===== config.mk =====
export PLATFORM = sky130hd
export DESIGN_NAME = i2c_dac_target_flat
export DESIGN_NICKNAME = d
export VERILOG_FILES = /design/src/rtl/i2c_dac_if.sv /design/src/rtl/i2c_dac_target.sv /design/src/flat_wrapper.sv
export SDC_FILE = /design/constraint.sdc
export NUM_CORES = 1
export LEC_CHECK = 0
export ABC_AREA = 1
export CELL_PAD_IN_SITES_DETAIL_PLACEMENT = 1
export CELL_PAD_IN_SITES_GLOBAL_PLACEMENT = 1
export CORE_MARGIN = 2
export CORE_UTILIZATION = 43
export CTS_CLUSTER_DIAMETER = 80
export CTS_CLUSTER_SIZE = 28
export DETAILED_ROUTE_END_ITERATION = 10
export PLACE_DENSITY_LB_ADDON = 0.1
export SLEW_MARGIN = 25
export SYNTH_ARGS = -nofsm -noshare
export SYNTH_HDL_FRONTEND = slang
export SYNTH_SLANG_ARGS = --single-unit

===== constraint.sdc =====
create_clock -name clk_in -period 1.9 [get_ports clk_in]
set_input_delay 0.475 -clock clk_in [delete_from_list [all_inputs] [get_ports clk_in]]
set_output_delay 0.475 -clock clk_in [all_outputs]
set_load 0.005 [all_outputs]

===== src/rtl/i2c_dac_if.sv =====
// I2C DAC write bus: pin inputs toward the target
// and the decoded write/status outputs it returns.
interface i2c_dac_if;
  logic        scl_in;
  logic        sda_in;
  logic        sda_oe;
  logic        wr_valid;
  logic [3:0]  wr_cmd;
  logic [3:0]  wr_channel;
  logic [11:0] wr_data;
  logic        busy;
  logic        frame_err;

  modport master (
    output scl_in, sda_in,
    input  sda_oe, wr_valid, wr_cmd,
    input  wr_channel, wr_data, busy, frame_err
  );

  modport slave (
    input  scl_in, sda_in,
    output sda_oe, wr_valid, wr_cmd,
    output wr_channel, wr_data, busy, frame_err
  );
endinterface


===== src/rtl/i2c_dac_target.sv =====
// Receive-only I2C target decoding 4-byte DAC write
// frames: address, cmd/channel, data MSB, data LSB.
module i2c_dac_target #(
  parameter logic [6:0] DEV_ADDR    = 7'h60,
  parameter int         SYNC_STAGES = 2
) (
  input  logic         clk_in,
  input  logic         reset_in,
  i2c_dac_if.slave     bus
);

  typedef enum logic [3:0] {
    IDLE, ADDR, ADDR_ACK, CMD, CMD_ACK,
    DHI, DHI_ACK, DLO, DLO_ACK, DONE, IGNORE
  } state_t;

  state_t state;

  logic [SYNC_STAGES-1:0] scl_sync;
  logic [SYNC_STAGES-1:0] sda_sync;
  logic scl_q, sda_q;
  logic scl_s, sda_s;

  logic [7:0]  shift;
  logic [2:0]  bit_cnt;
  logic [3:0]  cmd_h;
  logic [3:0]  ch_h;
  logic [11:0] data_h;

  always_ff @(posedge clk_in or negedge reset_in) begin
    if (!reset_in) begin
      scl_sync <= '1;
      sda_sync <= '1;
      scl_q    <= 1'b1;
      sda_q    <= 1'b1;
    end else begin
      scl_sync <= {scl_sync[SYNC_STAGES-2:0], bus.scl_in};
      sda_sync <= {sda_sync[SYNC_STAGES-2:0], bus.sda_in};
      scl_q    <= scl_s;
      sda_q    <= sda_s;
    end
  end

  assign scl_s = scl_sync[SYNC_STAGES-1];
  assign sda_s = sda_sync[SYNC_STAGES-1];

  logic scl_rise, scl_fall, scl_hold;
  logic start_c, stop_c, last_bit;
  logic [7:0] byte_in;

  assign scl_rise = scl_s & ~scl_q;
  assign scl_fall = ~scl_s & scl_q;
  assign scl_hold = scl_s & scl_q;
  assign start_c  = scl_hold & sda_q & ~sda_s;
  assign stop_c   = scl_hold & ~sda_q & sda_s;
  assign byte_in  = {shift[6:0], sda_s};
  assign last_bit = (bit_cnt == 3'd7);

  function automatic state_t ack_next(state_t s);
    unique case (s)
      ADDR_ACK: ack_next = CMD;
      CMD_ACK:  ack_next = DHI;
      DHI_ACK:  ack_next = DLO;
      default:  ack_next = DONE;
    endcase
  endfunction

  always_ff @(posedge clk_in or negedge reset_in) begin
    if (!reset_in) begin
      state          <= IDLE;
      shift          <= '0;
      bit_cnt        <= '0;
      cmd_h          <= '0;
      ch_h           <= '0;
      data_h         <= '0;
      bus.sda_oe     <= 1'b0;
      bus.wr_valid   <= 1'b0;
      bus.frame_err  <= 1'b0;
      bus.busy       <= 1'b0;
      bus.wr_cmd     <= '0;
      bus.wr_channel <= '0;
      bus.wr_data    <= '0;
    end else begin
      bus.wr_valid  <= 1'b0;
      bus.frame_err <= 1'b0;
      if (start_c) begin
        state         <= ADDR;
        shift         <= '0;
        bit_cnt       <= '0;
        bus.sda_oe    <= 1'b0;
        bus.frame_err <= bus.busy;
        bus.busy      <= 1'b0;
      end else if (stop_c) begin
        state      <= IDLE;
        bit_cnt    <= '0;
        bus.sda_oe <= 1'b0;
        bus.busy   <= 1'b0;
        if (state == DONE) begin
          bus.wr_valid   <= 1'b1;
          bus.wr_cmd     <= cmd_h;
          bus.wr_channel <= ch_h;
          bus.wr_data    <= data_h;
        end else begin
          bus.frame_err  <= bus.busy;
        end
      end else begin
        unique case (state)
          ADDR, CMD, DHI, DLO: begin
            if (scl_rise) begin
              shift   <= byte_in;
              bit_cnt <= bit_cnt + 3'd1;
              if (last_bit) begin
                unique case (state)
                  ADDR: begin
                    if (byte_in[7:1] == DEV_ADDR
                        && !byte_in[0]) begin
                      state    <= ADDR_ACK;
                      bus.busy <= 1'b1;
                    end else begin
                      state    <= IGNORE;
                    end
                  end
                  CMD: begin
                    cmd_h <= byte_in[7:4];
                    ch_h  <= byte_in[3:0];
                    state <= CMD_ACK;
                  end
                  DHI: begin
                    data_h[11:4] <= byte_in;
                    state        <= DHI_ACK;
                  end
                  default: begin
                    data_h[3:0] <= byte_in[7:4];
                    state       <= DLO_ACK;
                  end
                endcase
              end
            end
          end
          ADDR_ACK, CMD_ACK, DHI_ACK, DLO_ACK: begin
            if (scl_fall) begin
              if (!bus.sda_oe) begin
                bus.sda_oe <= 1'b1;
              end else begin
                bus.sda_oe <= 1'b0;
                state      <= ack_next(state);
              end
            end
          end
          DONE: begin
            // A rise alone may be the front half of a STOP;
            // only the following fall confirms a 9th byte.
            if (scl_rise) begin
              bit_cnt <= 3'd1;
            end else if (scl_fall && bit_cnt != 3'd0) begin
              bit_cnt       <= '0;
              bus.frame_err <= 1'b1;
              bus.busy      <= 1'b0;
              state         <= IGNORE;
            end
          end
          IGNORE: begin
            bus.sda_oe <= 1'b0;
          end
          default: begin
            state <= IDLE;
          end
        endcase
      end
    end
  end

endmodule


===== src/flat_wrapper.sv =====
// flat-port wrapper written by rule: the top's interface ports become plain ports
module i2c_dac_target_flat 
#(
  parameter logic [6:0] DEV_ADDR    = 7'h60,
  parameter int         SYNC_STAGES = 2
)
  (clk_in, reset_in, bus_scl_in, bus_sda_in, bus_sda_oe, bus_wr_valid, bus_wr_cmd, bus_wr_channel, bus_wr_data, bus_busy, bus_frame_err);
  i2c_dac_if bus_i ();
  input  logic clk_in;
  input  logic reset_in;
  input wire logic [$bits(bus_i.scl_in)-1:0] bus_scl_in;
  input wire logic [$bits(bus_i.sda_in)-1:0] bus_sda_in;
  output wire logic [$bits(bus_i.sda_oe)-1:0] bus_sda_oe;
  output wire logic [$bits(bus_i.wr_valid)-1:0] bus_wr_valid;
  output wire logic [$bits(bus_i.wr_cmd)-1:0] bus_wr_cmd;
  output wire logic [$bits(bus_i.wr_channel)-1:0] bus_wr_channel;
  output wire logic [$bits(bus_i.wr_data)-1:0] bus_wr_data;
  output wire logic [$bits(bus_i.busy)-1:0] bus_busy;
  output wire logic [$bits(bus_i.frame_err)-1:0] bus_frame_err;
  assign bus_i.scl_in = bus_scl_in;
  assign bus_i.sda_in = bus_sda_in;
  assign bus_sda_oe = bus_i.sda_oe;
  assign bus_wr_valid = bus_i.wr_valid;
  assign bus_wr_cmd = bus_i.wr_cmd;
  assign bus_wr_channel = bus_i.wr_channel;
  assign bus_wr_data = bus_i.wr_data;
  assign bus_busy = bus_i.busy;
  assign bus_frame_err = bus_i.frame_err;
  i2c_dac_target #(.DEV_ADDR(DEV_ADDR), .SYNC_STAGES(SYNC_STAGES)) u_core (.clk_in(clk_in), .reset_in(reset_in), .bus(bus_i));
endmodule

==> impl_metrics.tcl, run 1 <==
set metrics [dict create \
    synth_cell_types 24 \
    status "completed" \
    maxSlewViolCount 0 \
    r2r_end "u_core.data_h[0]" \
    grt_max_degree 65 \
    maxCapViolCount 0 \
    clock_latency_ps 330 \
    diodes 0 \
    cts_root_buf "clkbuf_8" \
    crit_path_end_kind "flip-flop" \
    routed_wirelength_um 6050 \
    via_count 2144 \
    final_util_pct 53.1 \
    multi_input_area_mm2 0.00104 \
    clkTransAtPathRegs_ps 70 \
    critPathTopFamily "simple AND/OR/NAND/NOR gates" \
    period_minus_slack_ps 1720 \
    p_leak_nw 1.66 \
    critPathMaxFanout 8 \
    crit_buf_inv 2 \
    die_y_um 85.0 \
    final_common_cell "nand2_1" \
    synthAdderAreaFrac_pct 1.33 \
    core_mm2 0.00635 \
    drt_iter0_markers 97 \
    arrival_ps 1920 \
    overflow 0 \
    synthFlopType "dfrtp_1" \
    tightestPinTransition_ps 539 \
    dieArea_mm2 0.00723 \
    drive_gt1_share_pct 15.9 \
    cp_data_required_time_ps 2110 \
    regArea_mm2 0.00161 \
    grtUsageTotal_pct 18.6 \
    grt_pass1_vias 2249 \
    io_pins 28 \
    drt-pass1-iter-count 4 \
    vias_per_cell 4.93 \
    worstSetupPathType "reg -> reg" \
    die_w_um 85.0 \
    synth_top_family_by_area "simple AND/OR/NAND/NOR gates" \
    async_reset_ff_share_pct 100 \
    tritoncts "built" \
    synth_cells 317 \
    cts_buffers 9 \
    muxShareOfSynthArea_pct 0 \
    rows 29 \
    post_cts_buffers 0 \
    syn_to_final_growth_pct 19.5 \
    hp-class "in -> async" \
    final_cell_mix "nand2_1 (103), dfrtp_1 (58), inv_1 (29)" \
    syn_area_per_cell_um2 8.91 \
    htreeDepth 3 \
    synth_compound_area_share_pct 10.2 \
    setup_viol 0 \
    syn-num-nets 324 \
    path_cells "inv_1 > nor2_1 > nand2_1 > inv_1 > nand4_1 > nand2_1 > o21ai_0" \
    initial_core_util_pct 44.5 \
    slew-limit-headroom_pct 64.0 \
    max_stage_delay_ps 550 \
    dp.cells 419 \
    stdcell_count 435 \
    tns_ps 0 \
    grt_first_pass_wirelength_um 10600 \
    drc_errors 0 \
    synth-edff-count 0 \
    antenna_found_initial 0 \
    port_buffers 27 \
    wl_per_cell_um 13.9 \
    synth_warnings 0 \
    timing.rr.start "u_core.scl_sync[1]" \
    yosysSeqAreaShare_pct 57.0 \
    synth_xor_area_share_pct 0 \
    syn_area_mm2 0.00282 \
    ant_nets 0 \
    worst_r2r_path_depth 7 \
    hpwl_um 4190 \
    start_kind "flip-flop" \
    ys_ff_latch 64 \
    final_nets 360 \
    timing.reg2reg.setup_slack_ps 180 \
    slowest_stage "dfstp_2" \
    numClockSinks 64 \
    power_density_mw_per_mm2 1150 \
    fin_crit_sh_pct 90.3 \
    fmax_mhz 583 \
    clockBufferDepth 2 \
    post_synth_and_or_nand_nor_area_fraction_pct 25.4 \
    vdd_drop_max_mv 0.737 \
    n_fill_cell 751 \
    finClkSkew_ps 8.79 \
    gp_congestion 0.807 \
    grt_setup_unrepaired "false" \
    hold_viol 0 \
]
final cells by class:
class,instances,share of cell area [%]
tap,77,2.86
sequential,64,47.7
timing repair buffer,30,8.90
clock inverter,6,1.78
inverter,36,4.01
clock buffer,10,3.78
multi-input combinational,212,31.0
registers in the layout, indices dropped and copies added (netlist names), 4 cells and up:
| register | flops |
|---|---|
| u_core.cmd_h | 4 |
| u_core.shift | 7 |
| u_core.bus.wr_channel | 4 |
| u_core.data_h | 12 |
| u_core.ch_h | 4 |
| u_core.bus.wr_cmd | 4 |
| u_core.state | 4 |
| u_core.bus.wr_data | 12 |
through the flow:
step / power [W] / worst slack, ps / instance area (um^2) / hold slack [ps]
after floorplan: 0.00245 / 432 / 2820 / 179
after global placement: 0.00277 / 193 / 3180 / 346
after detailed placement: 0.00279 / 168 / 3180 / 348
after CTS: 0.00393 / 131 / 3370 / 157
after global routing: 0.00416 / 24.1 / 3370 / 170
final: 0.00388 / 184 / 3370 / 136
repair_timing:
item,CTS,global route
endpoints found under the setup margin,0,4
hold buffers,0,0
resized for setup,0,1
cell usage after synthesis (4+ instances only):
| cell | instances | area [um^2] |
|---|---|---|
| nand2_1 | 104 | 390 |
| dfrtp_1 | 58 | 1450 |
| inv_1 | 29 | 109 |
| nor2_1 | 24 | 90.1 |
| o21ai_0 | 17 | 85.1 |
| o21ai_1 | 16 | 80.1 |
| nand3_1 | 9 | 45.0 |
| o21ai_2 | 8 | 70.1 |
| inv_2 | 7 | 26.3 |
| dfstp_2 | 6 | 158 |
| o22ai_1 | 6 | 37.5 |
| nand2_2 | 4 | 25.0 |
| nor2_2 | 4 | 25.0 |
cell families (layout without fill, tap and decap cells):
kind of cell	Yosys count	count (layout)
buffers and inverters	41	82
AO/OA/AOI/OAI	50	50
AND/OR/NAND/NOR	159	159
adder cells (fa/ha/maj)	3	3
flip-flops	64	64
routing by layer:
layer / GRT usage, % / vias to the layer above / part of all wire (%)
li1: - / 1069 / -
met1: 23.7 / 1035 / 47
met2: 31.8 / 31 / 49
met3: 3.50 / 9 / 2.4
met4: 6.06 / 0 / 1.5
met5: 0 / - / 0
report_power, final:
part / leakage [nW] / total, W / switching [W] / internal (W)
Combinational: 0.711 / 0.00110 / 0.000730 / 0.000370
Clock: 0.0920 / 0.00112 / 0.000517 / 0.000599
Sequential: 0.858 / 0.00166 / 0.000138 / 0.00152
Total: 1.66 / 0.00388 / 0.00138 / 0.00249
worst max-delay path by stage:
stage	start	endpoint	slack, ps	depth (start not counted)
finish	u_core.scl_sync[1]	u_core.data_h[0]	180	7
global route	u_core.scl_sync[1]	u_core.data_h[0]	20	7
CTS	u_core.scl_sync[1]	u_core.data_h[8]	130	7
detailed placement	u_core.scl_sync[1]	u_core.data_h[7]	170	7
global placement	u_core.scl_sync[1]	u_core.data_h[11]	190	7
floorplan	u_core.scl_sync[1]	u_core.ch_h[0]	430	6
No activity file was read; power rests on OpenSTA's default activity.
==> run 2, diff against run 1 <==
--- a/config.mk
+++ b/config.mk
@@ -14,7 +14,6 @@
 export CTS_CLUSTER_SIZE = 28
 export DETAILED_ROUTE_END_ITERATION = 10
 export PLACE_DENSITY_LB_ADDON = 0.1
-export SLEW_MARGIN = 25
 export SYNTH_ARGS = -nofsm -noshare
 export SYNTH_HDL_FRONTEND = slang
 export SYNTH_SLANG_ARGS = --single-unit
==> results of run 2 <==
The final DEF is identical to that of run 1; final timing and power are the same.
